[src/rtl/padd_pkg.sv]
// -----------------------------------------------------------------------------
// padd_pkg
// Shared helpers for the pipelined adder:
//   padd_slice_w : width of one pipeline slice (WIDTH / STAGES)
//   padd_legal   : configuration legality (STAGES in 1..WIDTH, WIDTH % STAGES == 0)
//   padd_b_off   : bit offset of stage k's remaining-B field in the flattened
//                  B-operand pipeline register
// No ports (package).
// -----------------------------------------------------------------------------
package padd_pkg;

  function automatic int padd_slice_w(input int width, input int stages);
    return width / stages;
  endfunction

  function automatic bit padd_legal(input int width, input int stages);
    return (stages >= 1) && (stages <= width) && ((width % stages) == 0);
  endfunction

  // Stage j keeps the B bits it has not consumed yet: WIDTH-(j+1)*SLICE_W bits.
  // The fields are packed back to back, so stage k starts at the sum of the
  // widths of stages 0..k-1.
  function automatic int padd_b_off(input int width, input int slice_w, input int k);
    return k * width - (slice_w * k * (k + 1)) / 2;
  endfunction

endpackage

[src/rtl/adder_slice_v.sv]
// -----------------------------------------------------------------------------
// adder_slice_v
// Combinational SLICE_W-bit ripple-carry adder built from full_adder_v cells.
// Ports:
//   a_i, b_i  [SLICE_W-1:0] operand slices
//   cin_i     carry into bit 0 of the slice
//   s_o       [SLICE_W-1:0] slice sum
//   cout_o    carry out of the top bit of the slice
// -----------------------------------------------------------------------------
module adder_slice_v #(
  parameter int SLICE_W = 4
) (
  input  logic [SLICE_W-1:0] a_i,
  input  logic [SLICE_W-1:0] b_i,
  input  logic               cin_i,
  output logic [SLICE_W-1:0] s_o,
  output logic               cout_o
);

  logic [SLICE_W:0] carry;

  assign carry[0] = cin_i;

  for (genvar i = 0; i < SLICE_W; i++) begin : g_bit
    full_adder_v u_fa (
      .a_i    (a_i[i]),
      .b_i    (b_i[i]),
      .cin_i  (carry[i]),
      .s_o    (s_o[i]),
      .cout_o (carry[i+1])
    );
  end

  assign cout_o = carry[SLICE_W];

endmodule

[src/rtl/full_adder_v.sv]
// -----------------------------------------------------------------------------
// full_adder_v
// One-bit full adder.
// Ports:
//   a_i, b_i  operand bits
//   cin_i     carry in
//   s_o       sum bit
//   cout_o    carry out
// -----------------------------------------------------------------------------
module full_adder_v (
  input  logic a_i,
  input  logic b_i,
  input  logic cin_i,
  output logic s_o,
  output logic cout_o
);

  assign s_o    = a_i ^ b_i ^ cin_i;
  assign cout_o = (a_i & b_i) | (cin_i & (a_i ^ b_i));

endmodule

[src/rtl/pipelined_adder_v.sv]
// -----------------------------------------------------------------------------
// pipelined_adder_v
// WIDTH-bit adder split into STAGES slices; one slice is added per stage and the
// carry is registered between stages, so throughput is one add per cycle and
// latency is STAGES cycles (accept edge counted as the first).
//
// Optional feature: define PADD_OVF_EN to produce the signed-overflow flag on
// o_ovf. Without it o_ovf is tied to 0 and no sign logic exists.
//
// Ports:
//   i_clk, i_rst_n   clock (rising edge), asynchronous active-low reset
//   i_valid, o_ready input beat handshake
//   i_a, i_b         [WIDTH-1:0] operands
//   i_carry          carry into bit 0
//   o_valid, i_ready output beat handshake
//   o_s              [WIDTH-1:0] (i_a + i_b + i_carry) mod 2^WIDTH
//   o_carry          carry out of bit WIDTH-1
//   o_ovf            signed overflow (PADD_OVF_EN only, else 0)
//
// Handshake: a beat enters when i_valid & o_ready at a rising edge and leaves
// when o_valid & i_ready. The only stall source is a valid result that the
// sink refuses (o_valid & !i_ready); then every stage holds, bubbles included,
// and o_ready drops. The source keeps its operands steady while refused.
// -----------------------------------------------------------------------------
module pipelined_adder_v
  import padd_pkg::*;
#(
  parameter int WIDTH  = 8,
  parameter int STAGES = 2
) (
  input  logic             i_clk,
  input  logic             i_rst_n,
  input  logic             i_valid,
  output logic             o_ready,
  input  logic [WIDTH-1:0] i_a,
  input  logic [WIDTH-1:0] i_b,
  input  logic             i_carry,
  output logic             o_valid,
  input  logic             i_ready,
  output logic [WIDTH-1:0] o_s,
  output logic             o_carry,
  output logic             o_ovf
);

  localparam int SLICE_W = padd_slice_w(WIDTH, STAGES);
  localparam int B_TOT   = padd_b_off(WIDTH, SLICE_W, STAGES - 1);
  localparam int B_W     = (B_TOT > 0) ? B_TOT : 1;

  if (!padd_legal(WIDTH, STAGES)) begin : g_cfg_err
    $error("pipelined_adder_v: illegal WIDTH=%0d STAGES=%0d (need 1<=STAGES<=WIDTH, WIDTH%%STAGES==0)",
           WIDTH, STAGES);
  end

  // Per-stage state. sa_q holds, per stage, a WIDTH-bit word whose completed
  // low slices are sum bits and whose upper slices are still operand A, so a
  // beat's result bits always travel together. b_q holds the not-yet-used
  // upper slices of B for every stage, packed back to back.
  logic [STAGES-1:0]       v_q,  v_d;
  logic [STAGES-1:0]       c_q,  c_d;
  logic [STAGES*WIDTH-1:0] sa_q, sa_d;
  logic [B_W-1:0]          b_q,  b_d;
  logic                    stall;

  assign stall   = v_q[STAGES-1] & ~i_ready;
  assign o_ready = ~stall;

  // Valid chain: bubbles shift along with beats; nothing moves during a stall.
  always_comb begin
    v_d    = v_q << 1;
    v_d[0] = i_valid;
  end

`ifdef PADD_OVF_EN
  logic ovf_d;
  logic ovf_q;
`endif

  for (genvar k = 0; k < STAGES; k++) begin : g_stage
    localparam int BIN_W = WIDTH - k * SLICE_W;

    logic [WIDTH-1:0]   sa_in;
    logic [BIN_W-1:0]   b_in;
    logic               cin;
    logic [SLICE_W-1:0] sl_sum;
    logic [WIDTH-1:0]   sa_nx;

    if (k == 0) begin : g_first
      assign sa_in = i_a;
      assign b_in  = i_b;
      assign cin   = i_carry;
    end else begin : g_next
      assign sa_in = sa_q[(k-1)*WIDTH +: WIDTH];
      assign b_in  = b_q[padd_b_off(WIDTH, SLICE_W, k - 1) +: BIN_W];
      assign cin   = c_q[k-1];
    end

    adder_slice_v #(
      .SLICE_W (SLICE_W)
    ) u_slice (
      .a_i    (sa_in[k*SLICE_W +: SLICE_W]),
      .b_i    (b_in[SLICE_W-1:0]),
      .cin_i  (cin),
      .s_o    (sl_sum),
      .cout_o (c_d[k])
    );

    // Slice k of A is replaced by its sum; everything else passes through.
    always_comb begin
      sa_nx                       = sa_in;
      sa_nx[k*SLICE_W +: SLICE_W] = sl_sum;
    end

    assign sa_d[k*WIDTH +: WIDTH] = sa_nx;

    if (k < STAGES - 1) begin : g_bfwd
      assign b_d[padd_b_off(WIDTH, SLICE_W, k) +: (BIN_W - SLICE_W)] = b_in[BIN_W-1:SLICE_W];
    end

`ifdef PADD_OVF_EN
    // In the last stage sa_in[WIDTH-1] is still A's sign bit and b_in's top
    // bit is B's sign bit; the slice sum's top bit is the result sign.
    if (k == STAGES - 1) begin : g_ovf
      assign ovf_d = (sa_in[WIDTH-1] == b_in[SLICE_W-1]) &
                     (sl_sum[SLICE_W-1] != sa_in[WIDTH-1]);
    end
`endif
  end

  if (STAGES == 1) begin : g_no_b
    assign b_d = '0;
  end

  always_ff @(posedge i_clk or negedge i_rst_n) begin
    if (!i_rst_n) begin
      v_q  <= '0;
      c_q  <= '0;
      sa_q <= '0;
      b_q  <= '0;
    end else if (!stall) begin
      v_q  <= v_d;
      c_q  <= c_d;
      sa_q <= sa_d;
      b_q  <= b_d;
    end
  end

`ifdef PADD_OVF_EN
  always_ff @(posedge i_clk or negedge i_rst_n) begin
    if (!i_rst_n) begin
      ovf_q <= 1'b0;
    end else if (!stall) begin
      ovf_q <= ovf_d;
    end
  end

  assign o_ovf = ovf_q;
`else
  assign o_ovf = 1'b0;
`endif

  assign o_valid = v_q[STAGES-1];
  assign o_s     = sa_q[(STAGES-1)*WIDTH +: WIDTH];
  assign o_carry = c_q[STAGES-1];

endmodule
[config.mk]
export PLATFORM = sky130hd
export DESIGN_NAME = pipelined_adder_v
export DESIGN_NICKNAME = d
export VERILOG_FILES = /design/src/rtl/padd_pkg.sv /design/src/rtl/adder_slice_v.sv /design/src/rtl/full_adder_v.sv /design/src/rtl/pipelined_adder_v.sv
export SDC_FILE = /design/constraint.sdc
export NUM_CORES = 1
export LEC_CHECK = 0
export BUFFER_PORTS_ARGS = -buffer_cell sky130_fd_sc_hd__buf_2
export CAP_MARGIN = 10
export CORE_ASPECT_RATIO = 0.9
export CORE_MARGIN = 2
export CORE_UTILIZATION = 57
export CTS_BUF_LIST = sky130_fd_sc_hd__clkbuf_4 sky130_fd_sc_hd__clkbuf_8
export DETAILED_ROUTE_END_ITERATION = 10
export PLACE_DENSITY_LB_ADDON = 0.08
export SETUP_SLACK_MARGIN = 0.02
export SYNTH_ARGS = -nofsm -noshare
export SYNTH_HDL_FRONTEND = slang
export SYNTH_SLANG_ARGS = --single-unit
[constraint.sdc]
create_clock -name i_clk -period 2.9 [get_ports i_clk]
set_input_delay 0.145 -clock i_clk [delete_from_list [all_inputs] [get_ports i_clk]]
set_output_delay 0.145 -clock i_clk [all_outputs]
set_load 0.01 [all_outputs]
=== Word level (Yosys, flattened, before mapping) ===
Cells that the tools add are included.

* Flip-flop bits (word level): 24
* Bits in latches: 0
* RAM bits: 0
* ROM bits: 0
* Input bits: 21
* Logic and storage cells: 47
* Memories: 0

* Add/subtract/negate cells: 0
* Multiply operators: 0
* Div/mod/pow operators: 0
* Order comparisons: 0
* Eq/ne operators: 0
* Shift operators: 0
* Mux-type cells: 0
* Bitwise gates (word level): 43
* Reduce and logical (&&, ||, !) cells: 0

{| class="wikitable"
|+ Operators with widths
! kind !! count
|-
| AND 1 bit || 17
|-
| bitwise XOR 1 bit || 16
|-
| OR 1 bit || 8
|-
| NOT 1 bit || 2
|}

=== Logic depth before layout (Yosys ltp) ===
Gate-level depths: netlist (run 1).

* Word-level depth: 9
* Mapped depth: 8
* Gate-level depth less buffers: 8

=== By module ===
A second synthesis (run 1) with hierarchy kept.

* Cell total of the unflattened synthesis: 71
* Area total of the unflattened synthesis: 1,228.7 um2

{| class="wikitable"
|+ By module, submodules not included
! module !! times used !! cells each !! area an instance (um2)
|-
| pipelined_adder_v || 1 || 63 || 1,068.5
|-
| full_adder_v || 8 || 1 || 20.0
|}

=== Worst setup path after synthesis (run 1) ===
No wires, ideal clock.

* Path type: register -> register
* Start point: register sa_q[4]
* End point: register sa_q[15]
* Setup time: 0.077 ns
* Arrival time: 1.919 ns
* Required time: 2.823 ns
* Slack: 0.903 ns
* Cell stages (with the launch flop): 9
* Buffers on the path: 0
* Path through: dfrtp_1 > inv_1 > fa_1 > inv_1 > fa_1 > fa_1 > inv_1 > fa_1 > a21oi_1

* Longest elaborated chain between the ends: 8

{| class="wikitable"
|+ RTL lines
! what !! RTL line !! text
|-
| start, declared || pipelined_adder_v.sv:60 || <nowiki>logic [STAGES*WIDTH-1:0] sa_q, sa_d;</nowiki>
|-
| start signal, assigned || pipelined_adder_v.sv:137 || <nowiki>sa_q <= '0;</nowiki>
|-
| start signal, assigned || pipelined_adder_v.sv:142 || <nowiki>sa_q <= sa_d;</nowiki>
|-
| bitwise XOR 1 bit || full_adder_v.sv:19 || <nowiki>assign cout_o = (a_i & b_i) | (cin_i & (a_i ^ b_i));</nowiki>
|-
| AND 1 bit || full_adder_v.sv:19 ||
|-
| OR 1 bit * || full_adder_v.sv:19 ||
|-
| AND 1 bit * || full_adder_v.sv:19 ||
|-
| OR 1 bit * || full_adder_v.sv:19 ||
|-
| AND 1 bit * || full_adder_v.sv:19 ||
|-
| OR 1 bit * || full_adder_v.sv:19 ||
|-
| bitwise XOR 1 bit * || full_adder_v.sv:18 || <nowiki>assign s_o = a_i ^ b_i ^ cin_i;</nowiki>
|}

Mark *: on every way between the ends. The rest lies on a longest branch, timed or not.
A chain may end at the register's enable or synchronous reset.

=== Final worst setup path (run 1) ===
Ends and elaborated chain as after synthesis.

==> results.txt, run 1 <==
Crit path launch type = flop
IO Count = 33
Mapped Nets = 118
Synth Area in Adders = 13.36%
Root buf cell = clkbuf_4
CP dominant cell by count = fa_1
First-pass GRT wire length = 2891 um
Antenna fix cells = 0
Simple-Gate Fraction of Synth Area = 4.802%
Req. time, crit path = 3.14 ns
Crit Path Max Fanout = 2
FF+latch count, synth = 24
Power per Cell Area = 646.9 nW/um^2
Critical path capture point type = flop
Detailed Routing Iterations Pass 1 = 4
Placed cells = 134
Gr usage total = 17.13%
Max Slew Vio Count = 0
Post-Route WL = 1756 um
Sequential power share = 52.2%
Number of global-route vias before repair = 617
Share of cells above drive strength 1 = 47.37%
XOR/XNOR share of the synthesized area = 0%
Clock power share = 19.8%
Total power = 0.0008701 W
Core ar. = 1952 um^2
Clock sinks = 24
Via-to-Cell Ratio = 4.871
Via count = 677
CTS Buf Count = 3
Final Hold Slack = 0.05079 ns
Crit path time final = 2.142 ns
Register Area = 600.6 um^2
Post-synthesis compound-gate area fraction = 2.088%
Initial antenna violation count = 0
CTS-repair resized insts = 0
Largest net degree at the start of global routing = 25
Sw Pwr = 0.0002507 W
Synth Instances = 89
Post-Syn Area per Cell = 13.47 um^2
Gate power share = 28.0%
Worst-margin pin slew = 0.5238 ns
CTS tree = built
RSZ-0062 raised after global routing = no
Final worst-path cycle share = 73.85%
Worst setup path class = flop to flop
CP arrival = 2.39 ns
Post-synthesis mux area share = 17.43%
DRC = 0
Starting density of the core = 61.41%
CP max-delay cell = dfrtp_1
Fin nets = 144
Synth-to-layout area growth = 12.21%
CTS HTree Levels = 1
Setup Viol. Count Final = 0
Die area = 2486 um^2
Wire length per cell = 12.63 um
Finished Layout Cells = 139
Hold Path Class = input port to flop
Synthesized area = 1199 um^2
Rel. slew slack = 65.08%
Multi-input logic area = 455.4 um^2
IO buf count = 31
Fillers = 157
Yosys warnings = 0
Max Cap Violations = 0
Antenna viol nets, final = 0
Fmax = 466.9 MHz
Reg clk slew, reported paths = 0.13 ns
Internal = 0.0006194 W
Dpl hpwl = 1349 um
Die width = 52.34 um
Grt total ovfl = 0
Maximum ir drop on the vdd rail = 0.3870 mV
Post-synthesis cell type count = 14
Final Hold Viols = 0
Crit path cell chain = inv_1 > fa_1 > inv_1 > fa_1 > fa_1 > inv_1 > fa_1 > a21oi_1
Sw Share = 28.82%
Num rows = 15
Sequential cell area fraction in the yosys report = 50.10%
Setup bufs post-CTS = 0
Status = complete, no violations
Slowest stage delay, CP = 0.40 ns
Clk_skew = 0.005582 ns
GP Congestion = 0.6963
DRT iter0 DRCs = 4
Clock latency on the worst-skew pair = 0.31 ns
Largest family of logic cells by synthesized area = multiplexers
Sum Neg Setup Slack = 0 ns
Die height = 47.51 um
Max Root-Sink Buffers = 2
Static leakage = 0.6674 nW
## metal layers
| metal | GRT usage, % | wire length [um] | vias up |
|---|---|---|---|
| li1 | - | - | 321 |
| met5 | 0 | 0 | - |
| met2 | 25.00 | 797 | 26 |
| met4 | 6.154 | 21 | 0 |
| met3 | 6.563 | 128 | 4 |
| met1 | 23.80 | 808 | 326 |
## area by class of cell
class                      count  share of cell area, %
clock buffer                   4                  2.698
inverter                      15                  4.186
multi-input combinational     39                  33.86
sequential                    24                  44.65
tap                           25                  2.326
timing repair buffer          32                  12.28
## kinds of logic (layout without fill, tap and decap cells)
| logic type | Yosys count | after routing |
|---|---|---|
| adders and majority gates | 8 | 8 |
| and+or+nand+nor | 7 | 7 |
| buffers and inverters | 26 | 51 |
| DFF | 24 | 24 |
| other | 1 | 1 |
| muxes | 18 | 18 |
| AOI/OAI and AO/OA | 5 | 5 |
## repair_timing
item / 4_1_cts / 5_1_grt
endpoints found under the setup margin: 0 / 0
hold buffers: 1 / 0
endpoints found under the hold margin: 24 / 0
## sequential cells by signal, summed over array words and instances, names as in the netlist
name  cells
b_q       4
c_q       2
sa_q     16
v_q       2
## cell usage after synthesis
| cell type | number | area (um^2) |
|---|---|---|
| conb_1 | 1 | 3.750 |
| buf_6 | 1 | 11.26 |
| inv_1 | 14 | 52.55 |
| inv_2 | 1 | 3.750 |
| nand2b_1 | 1 | 6.260 |
| dfrtp_1 | 24 | 600.6 |
| buf_4 | 10 | 75.07 |
| a21oi_1 | 5 | 25.02 |
| fa_1 | 8 | 160.2 |
| nor2b_4 | 1 | 13.76 |
| mux2_2 | 15 | 168.9 |
| mux2i_1 | 1 | 10.01 |
| nor3b_1 | 5 | 37.54 |
| mux2_4 | 2 | 30.03 |
## power groups by stage
stage,Sequential (W),Clock [W],Combinational (W)
6_report,0.000454,0.000172,0.000243
2_1_floorplan,0.000455,0,0.000218
3_5_place_dp,0.000463,0,0.000248
5_1_grt,0.000466,0.000197,0.000276
4_1_cts,0.000456,0.000178,0.000250
3_3_place_gp,0.000459,0,0.000242
## cell usage in the layout (no fill, tap or decap)
cell | netlist | final
buf_2 | 0 | 31
dfrtp_1 | 24 | 24
mux2_2 | 15 | 15
inv_1 | 14 | 14
fa_1 | 8 | 8
nor3b_1 | 5 | 5
a21oi_1 | 5 | 5
clkbuf_4 | 0 | 3
mux2_4 | 2 | 2
nor2b_4 | 1 | 1
inv_2 | 1 | 1
mux2i_1 | 1 | 1
nand2b_1 | 1 | 1
conb_1 | 1 | 1
clkbuf_8 | 0 | 1
dlygate4sd3_1 | 0 | 1
## worst paths after layout
path	start	end	slack, ns	cells past startpoint
setup / recovery	sa_q[4]$_DFFE_PN0N_	sa_q[15]$_DFFE_PN0N_	0.76	8
hold / removal	i_b[6]	b_q[2]$_DFFE_PN0N_	0.05	2
setup reg to reg	sa_q[4]$_DFFE_PN0N_	sa_q[15]$_DFFE_PN0N_	0.76	8
hold reg to reg	v_q[0]$_DFFE_PN0N_	v_q[1]$_DFFE_PN0N_	0.48	1
max in group asynchronous	i_rst_n	sa_q[14]$_DFFE_PN0N_	2.23	2
min in group asynchronous	i_rst_n	sa_q[1]$_DFFE_PN0N_	0.32	2
## critical path: cells and delay by family (launching register included)
kind | cells | cell delay (ns)
buffers and inverters | 3 | 0.20
flip-flops | 1 | 0.40
AO/OA/AOI/OAI | 1 | 0.13
adder cells (fa/ha/maj) | 4 | 1.34
## per-stage QoR
step	cell area [um^2]	utilization [%]	worst slack, ns
after floorplan	1199	-	0.9032
after global placement	1299	66.54	0.8379
after detailed placement	1299	66.54	0.7994
after CTS	1345	68.91	0.7532
after global routing	1345	68.91	0.6663
final	1345	68.91	0.7582
No activity file was read; power rests on OpenSTA's default activity.
==> run 2, diff against run 1 <==
Settings changed: CORE_UTILIZATION 57 to 53.
Clock period 2.9 ns to 2.2 ns, I/O delays scaled along.
==> run 2 against run 1 <==
Net effect: sequential power is 32% higher; routed wire length grew 4.3%; die area increased by 6.9%; power increased by 45%; critical path depth unchanged; first-iteration DRC count decreased by 75%; global-route usage is 0.36 points lower; clock skew is 0.0044 ns higher; cell count up 5.8%; critical path type unchanged.
==> results.txt, run 2 (synthesized netlist as in run 1, its figures left out) <==
Top flop regs = sa_q (16), b_q (4)
IO buf count = 31 (unchanged)
Crit path launch type = flop
First-pass GRT wire length = 3194 um (+10%)
Antenna viol nets, final = 0 (unchanged)
Number of global-route vias before repair = 697 (+13%)
DRT iter0 DRCs = 1 (-3)
Largest net degree at the start of global routing = 25 (unchanged)
Worst R2R Start = sa_q[4]$_DFFE_PN0N_
Top sig layer = met3
Die area = 2659 um^2 (+6.9%)
Max Cap Violations = 0 (unchanged)
Static leakage = 0.6998 nW (+4.8%)
Dpl hpwl = 1401 um (+3.9%)
Most frequent cells in the layout = buf_2, dfrtp_1, mux2_2
Met3 WL = 109 um (-15%)
Slowest stage delay, CP = 0.42 ns (+0.02 ns)
Max Root-Sink Buffers = 2 (unchanged)
CTS HTree Levels = 1 (unchanged)
Critical path capture point type = flop
CP startpoint = sa_q[4]$_DFFE_PN0N_
CP dominant cell by count = inv_1
CTS tree = built
Post-Route WL = 1832 um (+4.3%)
Design Area, Final = 1428 um^2 (+6.1%)
Clock sinks = 24 (unchanged)
Max reg flops = 16 (unchanged)
GP Congestion = 0.7034 (+1.0%)
Power per Cell Area = 881.6 nW/um^2 (+36%)
Via-to-Cell Ratio = 4.755 (-2.4%)
Starting density of the core = 55.44% (-6.0 points)
Initial antenna violation count = 0 (unchanged)
Synth-to-layout area growth = 19.10%
WL met2 = 869 um (+9.0%)
Antenna fix cells = 0 (unchanged)
Status = complete, no violations
Clock latency on the worst-skew pair = 0.31 ns (about the same)
Clk_skew = 0.01003 ns (+0.004443 ns)
Via count = 699 (+3.2%)
Total power = 0.001259 W (+45%)
Worst-margin pin slew = 0.5192 ns (-0.004542 ns)
Final worst-path cycle share = 94.96% (+21 points)
Reg clk slew, reported paths = 0.13 ns (about the same)
CP max-delay cell = fa_1
Crit path cell chain = inv_1 > fa_1 > inv_1 > fa_2 > fa_2 > inv_1 > fa_1 > a21oi_2
Worst setup path class = flop to flop
Detailed Routing Iterations Pass 1 = 2 (-2)
Maximum ir drop on the vdd rail = 0.6688 mV (+73%)
Fmax = 478.7 MHz (+2.5%)
Final Hold Viols = 0 (unchanged)
Largest Register = sa_q
Crit Path Max Fanout = 2 (unchanged)
Rel. slew slack = 65.38% (+0.30 points)
Share of cells above drive strength 1 = 49.17% (+1.8 points)
Max Slew Vio Count = 0 (unchanged)
Gr usage total = 16.77% (-0.36 points)
Hold Path Class = input port to flop
Core ar. = 2162 um^2 (+11%)
CP arrival = 2.33 ns (-0.06 ns)
DRC = 0 (unchanged)
Die width = 54.13 um (+3.4%)
Worst Min Path Start = i_b[5]
Root buf cell = clkbuf_4
Num rows = 16 (+1)
Grt total ovfl = 0 (unchanged)
Wire length per cell = 12.46 um (-1.3%)
Crit path time final = 2.089 ns (-0.05271 ns)
Sum Neg Setup Slack = 0 ns (unchanged)
Fin nets = 150 (+4.2%)
IO Count = 33 (unchanged)
CTS Buf Count = 3 (unchanged)
RSZ-0062 raised after global routing = no
Setup Viol. Count Final = 0 (unchanged)
Fillers = 185 (+18%)
DRT met1 WL = 853 um (+5.6%)
Commonest non-fill, non-tap cell in the layout = buf_2
Die height = 49.12 um (+3.4%)
DP Area = 1309 um^2 (+0.77%)
Req. time, crit path = 2.45 ns (-0.69 ns)
==> run 2: changes by cell type in the layout (fill, tap and decap cells not counted) <==
cell	previous run	this run
buf_4	0	2
a21oi_2	0	1
fa_2	0	2
fa_1	8	6
a21oi_1	5	4
bufinv_16	0	1
dlygate4sd3_1	1	5
clkbuf_8	1	0
==> run 2: power breakdown <==
part / total [W] / leakage (nW) / internal (W) / switching (W)
sequential: 0.000601 / 0.276 / 0.000545 / 0.0000559
clock: 0.000314 / 0.0279 / 0.000184 / 0.000130
combinational: 0.000344 / 0.396 / 0.000186 / 0.000158
total: 0.00126 / 0.700 / 0.000915 / 0.000344
==> run 2: area by class of cell <==
| class | count | area [um^2] | share of cell area, % |
|---|---|---|---|
| Tap cell | 27 | 33.78 | 2.366 |
| Timing Repair Buffer | 38 | 220.2 | 15.43 |
| Sequential cell | 24 | 600.6 | 42.07 |
| Clock inverter | 1 | 30.03 | 2.103 |
| Inverter | 15 | 56.30 | 3.944 |
| Clock buffer | 3 | 22.52 | 1.578 |
| Multi-Input combinational cell | 39 | 464.2 | 32.52 |
==> run 2: path summary, 6_finish.rpt <==
path / to / slack [ns] / cells after the start
min in group asynchronous: sa_q[3]$_DFFE_PN0N_ / 0.28 / 2
max reg2reg: sa_q[15]$_DFFE_PN0N_ / 0.11 / 8
min reg2reg: v_q[1]$_DFFE_PN0N_ / 0.49 / 1
max in group asynchronous: sa_q[7]$_DFFE_PN0N_ / 1.56 / 2
max: sa_q[15]$_DFFE_PN0N_ / 0.11 / 8
min: b_q[1]$_DFFE_PN0N_ / 0.02 / 2
==> run 2: per-layer routing <==
layer  vias up  track usage (%)
met2        20            26.51
met5         -                0
met3         0            5.521
met4         0            2.500
li1        338                -
met1       341            22.92
==> run 2: stage by stage <==
| stage | hold WS [ns] | setup WS, ns | cells | util (%) |
|---|---|---|---|---|
| 3_5_place_dp | 0.1175 | 0.05083 | 137 | 60.53 |
| 3_3_place_gp | 0.1154 | 0.1333 | 137 | 60.53 |
| 6_report | 0.01754 | 0.1109 | 147 | 66.03 |
| 4_1_cts | 0.006362 | 0.06249 | 142 | 63.54 |
| 2_1_floorplan | -0.1856 | 0.2032 | 89 | - |
| 5_1_grt | 0.0006318 | 0.03488 | 147 | 66.03 |
==> run 2: critical path, delay by kind of cell (launching register included) <==
family                   cells  cell delay, ns
flip-flops                   1            0.41
adder cells (fa/ha/maj)      4            1.29
buffers and inverters        3            0.20
AO/OA/AOI/OAI                1            0.13
==> run 2: timing repair <==
item,4_1_cts,5_1_grt
resized for setup,1,2
endpoints found under the hold margin,24,4
buffers inserted,0,1
endpoints found under the setup margin,1,1
gates cloned,0,0
hold buffers,1,4
